`config.mk`:
```
export PLATFORM = sky130hd
export DESIGN_NAME = poly_tone_gen
export DESIGN_NICKNAME = d
export VERILOG_FILES = /design/src/rtl/poly_tone_gen.sv
export SDC_FILE = /design/constraint.sdc
export NUM_CORES = 1
export LEC_CHECK = 0
export CORE_UTILIZATION = 40
export DETAILED_ROUTE_END_ITERATION = 10
export GPL_TIMING_DRIVEN = 0
export PLACE_DENSITY = 0.64
export SLEW_MARGIN = 30
export SYNTH_ARGS = -nofsm -noshare
export SYNTH_HDL_FRONTEND = slang
export SYNTH_SLANG_ARGS = --single-unit
```
`constraint.sdc`:
```
create_clock -name clk -period 11.96 [get_ports clk]
set_clock_uncertainty 0.1 [all_clocks]
set_input_delay 2.392 -clock clk [delete_from_list [all_inputs] [get_ports clk]]
set_output_delay 2.392 -clock clk [all_outputs]
set_load 0.03 [all_outputs]
```
`src/rtl/poly_tone_gen.sv`:
```
// ---------------------------------------------------------------------------
// poly_tone_gen
//
// Polyphonic square-wave tone generator. Each of NUM_VOICES voices holds a
// note/octave setting and produces a square wave whose period is taken from a
// divider table selected by CLK_HZ, right-shifted by the octave. New settings
// are staged in a per-voice pending register and only take effect at a period
// boundary, or immediately if the voice is idle, so the waveform never glitches.
//
// Optional feature: define POLY_TONE_DUTY_EN to add a per-voice duty selector
// (duty_i) that is captured and applied together with the note.
//
// Ports:
//   clk        system clock
//   rst        synchronous active-high reset
//   load_i     per-voice one-cycle load strobe
//   note_i     note code, voice v in [4v+3:4v]; 1..13 = C..C', others = off
//   octave_i   octave, voice v in [3v+2:3v]; divider is shifted right by it
//   duty_i     (POLY_TONE_DUTY_EN only) duty code, voice v in [2v+1:2v]
//   wave_o     registered square wave per voice
//   wrap_o     one-cycle pulse after each period boundary of an active voice
//   pending_o  high while a loaded setting awaits application
//   mix_o      registered count of wave_o bits that are high
// ---------------------------------------------------------------------------
module poly_tone_gen #(
   parameter int NUM_VOICES = 4,
   parameter int CLK_HZ     = 12000000,
   parameter int DIV_W      = 19
) (
   input  logic                              clk,
   input  logic                              rst,
   input  logic [NUM_VOICES-1:0]             load_i,
   input  logic [4*NUM_VOICES-1:0]           note_i,
   input  logic [3*NUM_VOICES-1:0]           octave_i,
`ifdef POLY_TONE_DUTY_EN
   input  logic [2*NUM_VOICES-1:0]           duty_i,
`endif
   output logic [NUM_VOICES-1:0]             wave_o,
   output logic [NUM_VOICES-1:0]             wrap_o,
   output logic [NUM_VOICES-1:0]             pending_o,
   output logic [$clog2(NUM_VOICES+1)-1:0]   mix_o
);

   localparam int MIX_W = $clog2(NUM_VOICES + 1);

   // Clock cycles per full period at octave 0 for the selected clock.
   function automatic logic [DIV_W-1:0] base_div(input logic [3:0] note);
      logic [DIV_W-1:0] d;
      d = '0;
      if (CLK_HZ == 10000000) begin
         case (note)
            4'd1:    d = DIV_W'(305780);
            4'd2:    d = DIV_W'(288618);
            4'd3:    d = DIV_W'(272419);
            4'd4:    d = DIV_W'(257130);
            4'd5:    d = DIV_W'(242698);
            4'd6:    d = DIV_W'(229077);
            4'd7:    d = DIV_W'(216219);
            4'd8:    d = DIV_W'(204084);
            4'd9:    d = DIV_W'(192630);
            4'd10:   d = DIV_W'(181818);
            4'd11:   d = DIV_W'(171618);
            4'd12:   d = DIV_W'(161982);
            4'd13:   d = DIV_W'(152890);
            default: d = '0;
         endcase
      end else begin
         case (note)
            4'd1:    d = DIV_W'(366937);
            4'd2:    d = DIV_W'(346342);
            4'd3:    d = DIV_W'(326903);
            4'd4:    d = DIV_W'(308556);
            4'd5:    d = DIV_W'(291238);
            4'd6:    d = DIV_W'(274892);
            4'd7:    d = DIV_W'(259463);
            4'd8:    d = DIV_W'(244901);
            4'd9:    d = DIV_W'(231156);
            4'd10:   d = DIV_W'(218182);
            4'd11:   d = DIV_W'(205936);
            4'd12:   d = DIV_W'(194378);
            4'd13:   d = DIV_W'(183468);
            default: d = '0;
         endcase
      end
      return d;
   endfunction

   function automatic logic note_valid(input logic [3:0] note);
      return (note >= 4'd1) && (note <= 4'd13);
   endfunction

   // Active setting and counter per voice
   logic [DIV_W-1:0]      per_q  [NUM_VOICES];
   logic [DIV_W-1:0]      cnt_q  [NUM_VOICES];
   logic [NUM_VOICES-1:0] act_q;

   // Pending setting per voice; vld_q says whether it is waiting
   logic [3:0]            pnote_q [NUM_VOICES];
   logic [2:0]            poct_q  [NUM_VOICES];
   logic [NUM_VOICES-1:0] vld_q;

`ifdef POLY_TONE_DUTY_EN
   logic [1:0]            pduty_q [NUM_VOICES];
   logic [1:0]            duty_q  [NUM_VOICES];
`endif

   logic [NUM_VOICES-1:0] at_end;
   logic [NUM_VOICES-1:0] apply;
   logic [DIV_W-1:0]      thr     [NUM_VOICES];
   logic [DIV_W-1:0]      new_per [NUM_VOICES];
   logic [MIX_W-1:0]      ones;

   // NOTE: every always_comb output gets a default before any conditional
   // logic, so no path leaves a value unassigned and no latch is inferred.
   always_comb begin
      ones = '0;
      for (int v = 0; v < NUM_VOICES; v++) begin
         at_end[v]  = act_q[v] && (cnt_q[v] == per_q[v] - DIV_W'(1));
         // An idle voice takes its pending setting at once; a running one
         // waits for the end of its current period.
         apply[v]   = vld_q[v] && (!act_q[v] || at_end[v]);
         new_per[v] = base_div(pnote_q[v]) >> poct_q[v];
`ifdef POLY_TONE_DUTY_EN
         case (duty_q[v])
            2'd0:    thr[v] = per_q[v] >> 1;
            2'd1:    thr[v] = per_q[v] >> 2;
            2'd2:    thr[v] = per_q[v] - (per_q[v] >> 2);
            default: thr[v] = per_q[v] >> 3;
         endcase
`else
         thr[v]     = per_q[v] >> 1;
`endif
         ones = ones + MIX_W'(wave_o[v]);
      end
   end

   // NOTE: the pending payload has no reset; vld_q qualifies it, so its
   // contents after reset are never used and the flops stay reset-free.
   always_ff @(posedge clk) begin
      for (int v = 0; v < NUM_VOICES; v++) begin
         if (load_i[v]) begin
            pnote_q[v] <= note_i[4*v +: 4];
            poct_q[v]  <= octave_i[3*v +: 3];
`ifdef POLY_TONE_DUTY_EN
            pduty_q[v] <= duty_i[2*v +: 2];
`endif
         end
      end
   end

   // NOTE: sequential state is written with non-blocking assignments only,
   // so every flop samples the pre-edge values regardless of statement order.
   always_ff @(posedge clk) begin
      if (rst) begin
         for (int v = 0; v < NUM_VOICES; v++) begin
            per_q[v] <= '0;
            cnt_q[v] <= '0;
`ifdef POLY_TONE_DUTY_EN
            duty_q[v] <= '0;
`endif
         end
         act_q  <= '0;
         vld_q  <= '0;
         wave_o <= '0;
         wrap_o <= '0;
         mix_o  <= '0;
      end else begin
         for (int v = 0; v < NUM_VOICES; v++) begin
            if (apply[v]) begin
               // An off note yields a zero divider and clears the active flag.
               act_q[v] <= note_valid(pnote_q[v]);
               per_q[v] <= new_per[v];
               cnt_q[v] <= '0;
`ifdef POLY_TONE_DUTY_EN
               duty_q[v] <= pduty_q[v];
`endif
            end else if (at_end[v]) begin
               cnt_q[v] <= '0;
            end else if (act_q[v]) begin
               cnt_q[v] <= cnt_q[v] + DIV_W'(1);
            end

            // A load in the apply cycle re-arms pending with the new value;
            // the value being applied is the one captured earlier.
            if (load_i[v]) begin
               vld_q[v] <= 1'b1;
            end else if (apply[v]) begin
               vld_q[v] <= 1'b0;
            end

            wave_o[v] <= act_q[v] && (cnt_q[v] < thr[v]);
            wrap_o[v] <= at_end[v];
         end
         mix_o <= ones;
      end
   end

   assign pending_o = vld_q;

endmodule
```
; ---- Word-level counts from Yosys, hierarchy flattened
; Memory sizes are Yosys's and may differ from the RTL's.
; Index checks and enable logic that the tools add are counted.
[classes]
bitwise = 16
mux = 82
shifts = 4
reduce_logical = 28
n_mul = 0
div = 0
eq_ne = 4
order_cmp = 12
n_addsub = 11
[ops]
columns = operator, count
row1 = 2-to-1 mux 19 bit, 16
row2 = "adder 19 x 1 -> 19 bit, second input constant", 4
row3 = == test 19 bit, 4
row4 = < comparator 19 x 18 -> 1 bit, 4
row5 = >> shifter 19 x 3 -> 19 bit, 4
row6 = "subtractor 19 x 1 -> 19 bit, second input constant", 4
row7 = 2-to-1 mux 1 bit, 66
row8 = "greater-or-equal comparator 4 x 1 -> 1 bit, second input constant", 4
row9 = "<= comparator 4 bit, second input constant", 4
row10 = logical AND 1 bit, 16
row11 = OR 1 bit, 16
row12 = nonzero test 2 bit, 4
row13 = logical NOT 1 bit, 4
row14 = logical OR 1 bit, 4
row15 = adder 2 x 1 -> 3 bit, 1
row16 = adder 3 x 1 -> 3 bit, 1
row17 = adder 1 x 1 -> 2 bit, 1
[totals]
n_memories = 8
latch_bits = 0
elab_cells = 176
reg_bits = 19
ram_bits = 180
rom_bits = 1216
[mem_list]
columns = name, words, width, read_ports, rd_clocked_by_memory_dff, write_ports, line_no
row1 = (no name shown), 16, 19, 1, 0, 0, 68  ; case (note)
row2 = (no name shown), 16, 19, 1, 0, 0, 68
row3 = (no name shown), 16, 19, 1, 0, 0, 68
row4 = (no name shown), 16, 19, 1, 0, 0, 68
row5 = cnt_q, 4, 19, 4, 0, 4, 94  ; logic [DIV_W-1:0] cnt_q [NUM_VOICES];
row6 = per_q, 4, 19, 4, 0, 4, 93  ; logic [DIV_W-1:0] per_q [NUM_VOICES];
row7 = 2 more memories, -, -, -, -, -, -

; ---- Logic depth before layout (Yosys ltp)
; Gate-level depths: netlist of run 1.
; An unclocked memory read counts as a cell.
[depth]
depth_word = 12
depth_mapped = 13
mapped_depth_nobuf = 11

; ---- Worst setup path after synthesis of run 1
; No wires, ideal clock.
[synth_timing]
path_kind = reg-to-reg
from = mem per_q[2][0]
to = mem per_q[2][0], enable pin
t_required_ps = 11461
path_stages_with_launch = 12
t_arrival_ps = 3825
n_path_buf = 3
synth_period_minus_slack_ps = 4324
setup_slack_ps = 7636
path_cell_list = edfxtp_1 > clkbuf_1 > inv_1 > ha_1 > clkbuf_1 > maj3_1 > o32a_1 > or4_1 > a2111o_1 > o31a_1 > clkbuf_1 > o21bai_1
[synth_lines]
columns = item, line_no
row1 = start: declaration, 93

==> run summary, run 1 <==
post-cts resize count - 0
Worst IR Drop VDD - 128.6 uV
buffer count from post-CTS setup fixing - 0
Placed Cells - 2537
Antenna Violating Nets Remaining - 0
wire length reported by the detailed router - 42720 um
number of warning messages in the yosys log - 0
RSZ-0062 raised after global routing - false
die width - 209.8 um
total iterations of the first detailed-routing run - 6
share of the cycle needed by the critical path after routing - 0.3957
overall die height - 209.8 um
leakage dissipation - 7.176 nW
number of DRC markers in iteration 0 - 1082
total power density per cell area - 114.4 nW/um^2
maximum frequency from static timing analysis - 211.3 MHz
global routing usage summed across all routing layers - 0.1945
largest driver fanout on the critical path - 19
startpoint of the worst hold path - act_q[1]$_SDFFE_PP0N_
multiplexer fraction of the synthesized cell area - 0.07204
buffers added on ports - 48
critical register-to-register path startpoint - per_q[3][3]$_SDFFCE_PN0P_
max_cap viols - 0
average cell area after synthesis - 8.867 um^2
portion of the post-synthesis area used by sequential elements - 0.3351
Post-Place Worst Slack - 6.727 ns
sequence of cells on the critical path - clkdlybuf4s50_1, clkbuf_1, nor2_1, o31ai_1, clkbuf_1, o21a_1
final-layout setup total negative slack - 0 ns
number of standard-cell rows in the floorplan - 75
average routed wire per standard cell - 16.62 um
maximum number of pins on one net before global-route repair - 20
largest family of logic cells by synthesized area - simple AND/OR/NAND/NOR gates
Detailed Place HPWL - 32800 um
cts bufs inserted - 17
slack of the worst reg-to-reg path - 7.65 ns
count of cell types in the netlist - 84
post-synthesis share of cell area spent on xor and xnor gates - 0.07914
Setup WS post-layout - 7.227 ns
number of flip-flops and latches in the synthesized netlist - 199
result of the run - completed
basic-gate share of the synthesized area counting and, or, nand and nor cells - 0.2126
Placed Instance Area - 18460 um^2
Area growth syn-to-layout - 10.62%
Final Instance Area - 19100 um^2
number of nets in the finished design - 2162
share of cells above drive strength 1 - 0.05665
kind of start point of the critical path - primary input
Cell Area, Synth - 17260 um^2
total congestion overflow - 0
biggest area contributors in the synthesized netlist - sky130_fd_sc_hd__edfxtp_1 31%, sky130_fd_sc_hd__ha_1 8.0%, sky130_fd_sc_hd__mux2i_1 4.5%
Tmin final - 4.733 ns
number of antenna violations at the first check in global routing - 0
headroom to the max-slew limit - 0.3976
commonest non-fill, non-tap cell in the layout - sky130_fd_sc_hd__edfxtp_1
Req. time, crit path - 11.95 ns
Clock Root Buffer - sky130_fd_sc_hd__clkbuf_16
Synth top area share - 0.3131
Post-Syn Instances - 1947
worst r2r dst - per_q[3][14]$_SDFFCE_PN0P_
Clock Pin Slew Worst Setup and Hold Paths - 0.07 ns
largest stage delay on the critical path - 0.70 ns
share of the synthesized area in compound gates (AO/OA/AOI/OAI) - 0.1648
adder-cell share of the synthesized area - 0.08146
Post-synth ARST share - 0
Residual DRC - 0
Most common cell on crit path - sky130_fd_sc_hd__clkbuf_1
cell depth of the worst flop-to-flop path - 10
setup violators final - 0
Final GP Congestion - 0.8946
end of the worst hold path - act_q[1]$_SDFFE_PP0N_
largest buffer count on any clock path - 2
type of the worst min-delay path - flop to flop
dominant synthesized flop cell - sky130_fd_sc_hd__edfxtp_1
effective utilization at floorplan - 0.4088
vias post-DR - 14770
Clock Sinks - 199
Vias per Instance - 5.745
non-filler instance count after layout - 2570
EDFF count, synth - 180
max-slew violations - 0
count of hold-fix buffers inserted at cts - 0
Hold Crit Depth - 2
global-route wire length before repair - 70680 um
Hold Fails Final Rpt - 0
number of top-level pins - 49
most area-hungry cell type in the Yosys netlist - sky130_fd_sc_hd__edfxtp_1
net count of the mapped netlist - 2092
data arrival time of the critical path - 4.72 ns
worst-skew pair later-pin latency - 0.46 ns
Slowest cell on crit path - sky130_fd_sc_hd__o21a_1
most frequent cells in the layout - 180 x sky130_fd_sc_hd__edfxtp_1, 168 x sky130_fd_sc_hd__nor2_1, 125 x sky130_fd_sc_hd__inv_1, 125 x sky130_fd_sc_hd__nor3_1, 110 x sky130_fd_sc_hd__ha_1
core box area - 42230 um^2
number of levels in the clock H-tree - 4
area of the die - 44000 um^2
CTS tree - yes
Worst Tran Pin Value - 0.9036 ns
number of global-route vias before repair - 14270
endpoint class of the critical path - flop
Worst Setup Path Type - primary input to flop
[critical path: cells and delay by family]
| family | cells | cell delay, ns |
|---|---|---|
| buf+inv | 3 | 1.39 |
| compound gates | 2 | 0.81 |
| simple gates | 1 | 0.12 |
[how the worst max path moves through the flow]
stage | from | cells after the start | slack [ns] | endpoint
6_report | rst | 6 | 7.23 | per_q[3][14]$_SDFFCE_PN0P_
5_1_grt | rst | 6 | 7.08 | per_q[3][14]$_SDFFCE_PN0P_
4_1_cts | rst | 6 | 7.23 | per_q[3][18]$_SDFFCE_PP0P_
3_5_place_dp | rst | 6 | 6.73 | per_q[3][18]$_SDFFCE_PP0P_
3_3_place_gp | rst | 4 | 6.68 | per_q[1][0]$_SDFFCE_PN0P_
2_1_floorplan | per_q[2][0]$_SDFFCE_PN0P_ | 11 | 7.64 | per_q[2][0]$_SDFFCE_PN0P_
[cells in the mapped netlist (9+ instances only)]
master	n
sky130_fd_sc_hd__o21a_1	12
sky130_fd_sc_hd__nor3b_1	14
sky130_fd_sc_hd__o22ai_1	11
sky130_fd_sc_hd__ha_1	110
sky130_fd_sc_hd__o211ai_1	20
sky130_fd_sc_hd__dfxtp_1	19
sky130_fd_sc_hd__a21oi_1	86
sky130_fd_sc_hd__nor4_1	22
sky130_fd_sc_hd__and2_1	10
sky130_fd_sc_hd__nand3_1	49
sky130_fd_sc_hd__edfxtp_1	180
sky130_fd_sc_hd__nor2_1	168
sky130_fd_sc_hd__xnor2_1	72
sky130_fd_sc_hd__or3_1	18
sky130_fd_sc_hd__a31oi_1	10
sky130_fd_sc_hd__o21bai_1	9
sky130_fd_sc_hd__or4_1	15
sky130_fd_sc_hd__clkbuf_1	94
sky130_fd_sc_hd__mux2_2	32
sky130_fd_sc_hd__mux2i_1	77
sky130_fd_sc_hd__nor2b_1	26
sky130_fd_sc_hd__inv_1	125
sky130_fd_sc_hd__or2_2	12
sky130_fd_sc_hd__and3_1	22
sky130_fd_sc_hd__o31ai_1	14
sky130_fd_sc_hd__a21o_1	36
sky130_fd_sc_hd__o311ai_0	9
sky130_fd_sc_hd__nand2b_1	39
sky130_fd_sc_hd__xor2_1	84
sky130_fd_sc_hd__o21ai_0	85
sky130_fd_sc_hd__a211oi_1	30
sky130_fd_sc_hd__buf_1	16
sky130_fd_sc_hd__a221oi_1	10
sky130_fd_sc_hd__nor3_1	125
sky130_fd_sc_hd__nand4_1	30
sky130_fd_sc_hd__nand2_1	109
[kinds of logic after synthesis]
family,after synthesis
AO/OA/AOI/OAI,417
XOR/XNOR,156
adder cells (fa/ha/maj),112
buffers and inverters,248
flip-flops,199
multiplexers,114
AND/OR/NAND/NOR,701
[flip-flops by register name, summed over array words and instances (netlist names)]
signal     cells
pnote_q       16
wrap_o         4
per_q         76
pending_o      4
poct_q        12
wave_o         4
cnt_q         76
act_q          4
mix_o          3
[layout make-up]
cell class | instances | area (um^2)
Sequential cell | 199 | 5786
Buffer | 117 | 454.2
Tap cell | 539 | 674.4
Timing Repair Buffer | 51 | 514.2
Fill cell | 4109 | 23130
Clock buffer | 19 | 432.9
Multi-Input combinational cell | 1500 | 10540
Clock inverter | 13 | 198.9
Inverter | 131 | 491.7
Antenna cell | 1 | 2.502
[where the power goes]
part,internal (mW),switching [mW]
Clock,0.369,0.259
Sequential,0.824,0.0780
Combinational,0.275,0.379
Total,1.47,0.716
[stage by stage]
step,util,total power [mW],hold slack (ns)
final,0.4523,2.184,0.4326
after global routing,0.4522,2.310,0.4743
after CTS,0.4522,2.196,0.4312
after detailed placement,0.4372,1.558,0.4161
after global placement,0.4362,1.543,0.4125
after floorplan,-,1.387,0.3574
[per-layer routing]
| layer | part of all wire | wire length (um) | up-vias | GRT usage |
|---|---|---|---|---|
| met1 | 0.47 | 20210 | 7053 | 0.2606 |
| li1 | - | - | 7301 | - |
| met4 | 0.013 | 557 | 0 | 0.05160 |
| met3 | 0.040 | 1711 | 46 | 0.03127 |
| met5 | 0 | 0 | - | 0 |
| met2 | 0.47 | 20240 | 365 | 0.3246 |
Power figures use the tool's default switching activity.
==> run 2, diff against run 1 <==
Clock period 11.96 ns to 4.57 ns, I/O delays scaled along.
==> run 2 against run 1 <==
Effect of this change:
- critical path depth rose by 4
- worst hold slack barely moved
- global-route usage did not move
- core utilization barely moved
- power rose to 2.6 times the previous value
- first-iteration DRC count did not move
- sequential share of layout area barely moved
- final area barely moved
- largest power group unchanged
- critical path type is now flop to flop
- sequential cell count did not move
- count of clock-buffer cells in the layout did not move
==> run summary, run 2 (synthesized netlist as in run 1, its figures left out) <==
result of the run - completed
share of cells above drive strength 1 - 0.05714 (+0.0004926)
Final GP Congestion - 0.8946 (unchanged)
CTS tree - yes
global routing usage summed across all routing layers - 0.1945 (unchanged)
core occupancy in the finished layout - 0.4523 (about the same)
effective utilization at floorplan - 0.4088 (unchanged)
data arrival time of the critical path - 4.25 ns (-0.47 ns)
buffers added on ports - 48 (unchanged)
worst-skew pair later-pin latency - 0.46 ns (about the same)
core box area - 42230 um^2 (unchanged)
Tmin final - 4.177 ns
number of standard-cell rows in the floorplan - 75 (unchanged)
overall die height - 209.8 um (unchanged)
most frequent cells in the layout - 180 x sky130_fd_sc_hd__edfxtp_1, 168 x sky130_fd_sc_hd__nor2_1, 125 x sky130_fd_sc_hd__inv_1, 125 x sky130_fd_sc_hd__nor3_1, 110 x sky130_fd_sc_hd__ha_1
number of nets in the finished design - 2162 (unchanged)
total congestion overflow - 0 (unchanged)
total power density per cell area - 299.3 nW/um^2 (+160%)
Setup WS post-layout - 0.3934 ns (-6.834 ns)
Antenna Violating Nets Remaining - 0 (unchanged)
Post-Place Worst Slack - 0.2434 ns (-6.484 ns)
kind of start point of the critical path - flop
share of the cycle needed by the critical path after routing - 0.9139
Placed Instance Area - 18460 um^2 (unchanged)
GRT met1 Usage - 0.2606 (unchanged)
Detailed Place HPWL - 32800 um (unchanged)
final worst hold slack - 0.4324 ns (-0.0002720 ns)
wire length reported by the detailed router - 42710 um (about the same)
critical register-to-register path startpoint - per_q[1][1]$_SDFFCE_PN0P_
startpoint of the worst hold path - act_q[1]$_SDFFE_PP0N_
launch point of the critical path - per_q[1][1]$_SDFFCE_PN0P_
endpoint class of the critical path - flop
maximum number of pins on one net before global-route repair - 20 (unchanged)
cts bufs inserted - 17 (unchanged)
RSZ-0062 raised after global routing - false
number of levels in the clock H-tree - 4 (unchanged)
registers with the highest flip-flop counts - cnt_q x76, per_q x76, pnote_q x16
Clock Sinks - 199 (unchanged)
number of antenna violations at the first check in global routing - 0 (unchanged)
Req. time, crit path - 4.64 ns (-7.31 ns)
headroom to the max-slew limit - 0.3973 (about the same)
global-route wire length before repair - 70680 um (unchanged)
total iterations of the first detailed-routing run - 6 (unchanged)
Area growth syn-to-layout - 10.63% (about the same)
Worst Setup Path Type - flop to flop
max-slew violations - 0 (unchanged)
number of DRC markers in iteration 0 - 1082 (unchanged)
Worst Tran Pin Value - 0.9041 ns (+0.0005102 ns)
number of global-route vias before repair - 14270 (unchanged)
max_cap viols - 0 (unchanged)
Vias per Instance - 5.748 (about the same)
largest buffer count on any clock path - 2 (unchanged)
Hold Fails Final Rpt - 0 (unchanged)
Worst IR Drop VDD - 336.6 uV (+160%)
vias post-DR - 14770 (+0.047%)
met2 Usage GRT - 0.3246 (unchanged)
area of the die - 44000 um^2 (unchanged)
number of top-level pins - 49 (unchanged)
busiest metal layer after global routing - met2
setup violators final - 0 (unchanged)
commonest non-fill, non-tap cell in the layout - sky130_fd_sc_hd__edfxtp_1
largest driver fanout on the critical path - 15 (-4)
Clock Pin Slew Worst Setup and Hold Paths - 0.07 ns (about the same)
buffer count from post-CTS setup fixing - 0 (unchanged)
total of fill cells in the finished design - 4110 (+0.024%)
average routed wire per standard cell - 16.62 um (about the same)
type of the worst min-delay path - flop to flop
routing usage on met3 - 0.03127 (unchanged)
leakage dissipation - 7.176 nW (about the same)
Residual DRC - 0 (unchanged)
Clock Root Buffer - sky130_fd_sc_hd__clkbuf_16
maximum frequency from static timing analysis - 239.4 MHz
die width - 209.8 um (unchanged)
Final Instance Area - 19100 um^2 (about the same)
==> run 2: cell counts in the layout (fill, tap and decap cells not counted) <==
No cell type changed its count.
==> run 2: power breakdown <==
group	switching (mW)	total, mW	internal [mW]
Combinational	0.991	1.71	0.719
Sequential	0.204	2.36	2.16
Clock	0.678	1.64	0.967
==> run 2: repair_timing <==
action	4_1_cts	5_1_grt
gates resized for setup	0	1
setup endpoints to repair	0	19
hold buffers	0	0
==> run 2: final timing paths <==
kind | to | slack, ns | cells past startpoint
worst max-delay path | per_q[1][2]$_SDFFCE_PN0P_ | 0.39 | 10
worst max register to register | per_q[1][2]$_SDFFCE_PN0P_ | 0.39 | 10
worst min-delay path | act_q[1]$_SDFFE_PP0N_ | 0.43 | 2
worst min register to register | act_q[1]$_SDFFE_PP0N_ | 0.43 | 2
==> run 2: critical path, stage by stage, from the launching register on <==
cell and delay (ns):
sky130_fd_sc_hd__edfxtp_1 0.46, sky130_fd_sc_hd__or2_2 0.32, sky130_fd_sc_hd__clkbuf_1 0.16, sky130_fd_sc_hd__or4_1 0.48
sky130_fd_sc_hd__a2111oi_0 0.51, sky130_fd_sc_hd__nor3_1 0.11, sky130_fd_sc_hd__nor4b_1 0.71, sky130_fd_sc_hd__a31oi_1 0.21
sky130_fd_sc_hd__clkbuf_1 0.27, sky130_fd_sc_hd__o21bai_2 0.31, sky130_fd_sc_hd__buf_6 0.23
==> run 2: cell type report <==
cell class | instances | area (um^2) | area share
Buffer | 117 | 454.2 | 0.02378
Sequential cell | 199 | 5786 | 0.3029
Timing Repair Buffer | 51 | 514.2 | 0.02692
Tap cell | 539 | 674.4 | 0.03531
Inverter | 131 | 491.7 | 0.02575
Clock inverter | 13 | 198.9 | 0.01042
Multi-Input combinational cell | 1500 | 10550 | 0.5521
Antenna cell | 1 | 2.502 | 0.0001310
Clock buffer | 19 | 432.9 | 0.02267
==> run 2: per-stage QoR <==
step                setup TNS, ns  instances  power, mW
floorplan                       0       1947      3.630
global placement           -13.46       2534      4.038
detailed placement              0       2537      4.078
CTS                             0       2569      5.746
global route                    0       2569      6.046
finish                          0       2570      5.716
==> run 2: routing by layer <==
layer  part of all wire  vias up
li1                   -     7302
met1               0.47     7053
met2               0.47      369
met3              0.041       48
met4              0.013        0
met5                  0        -
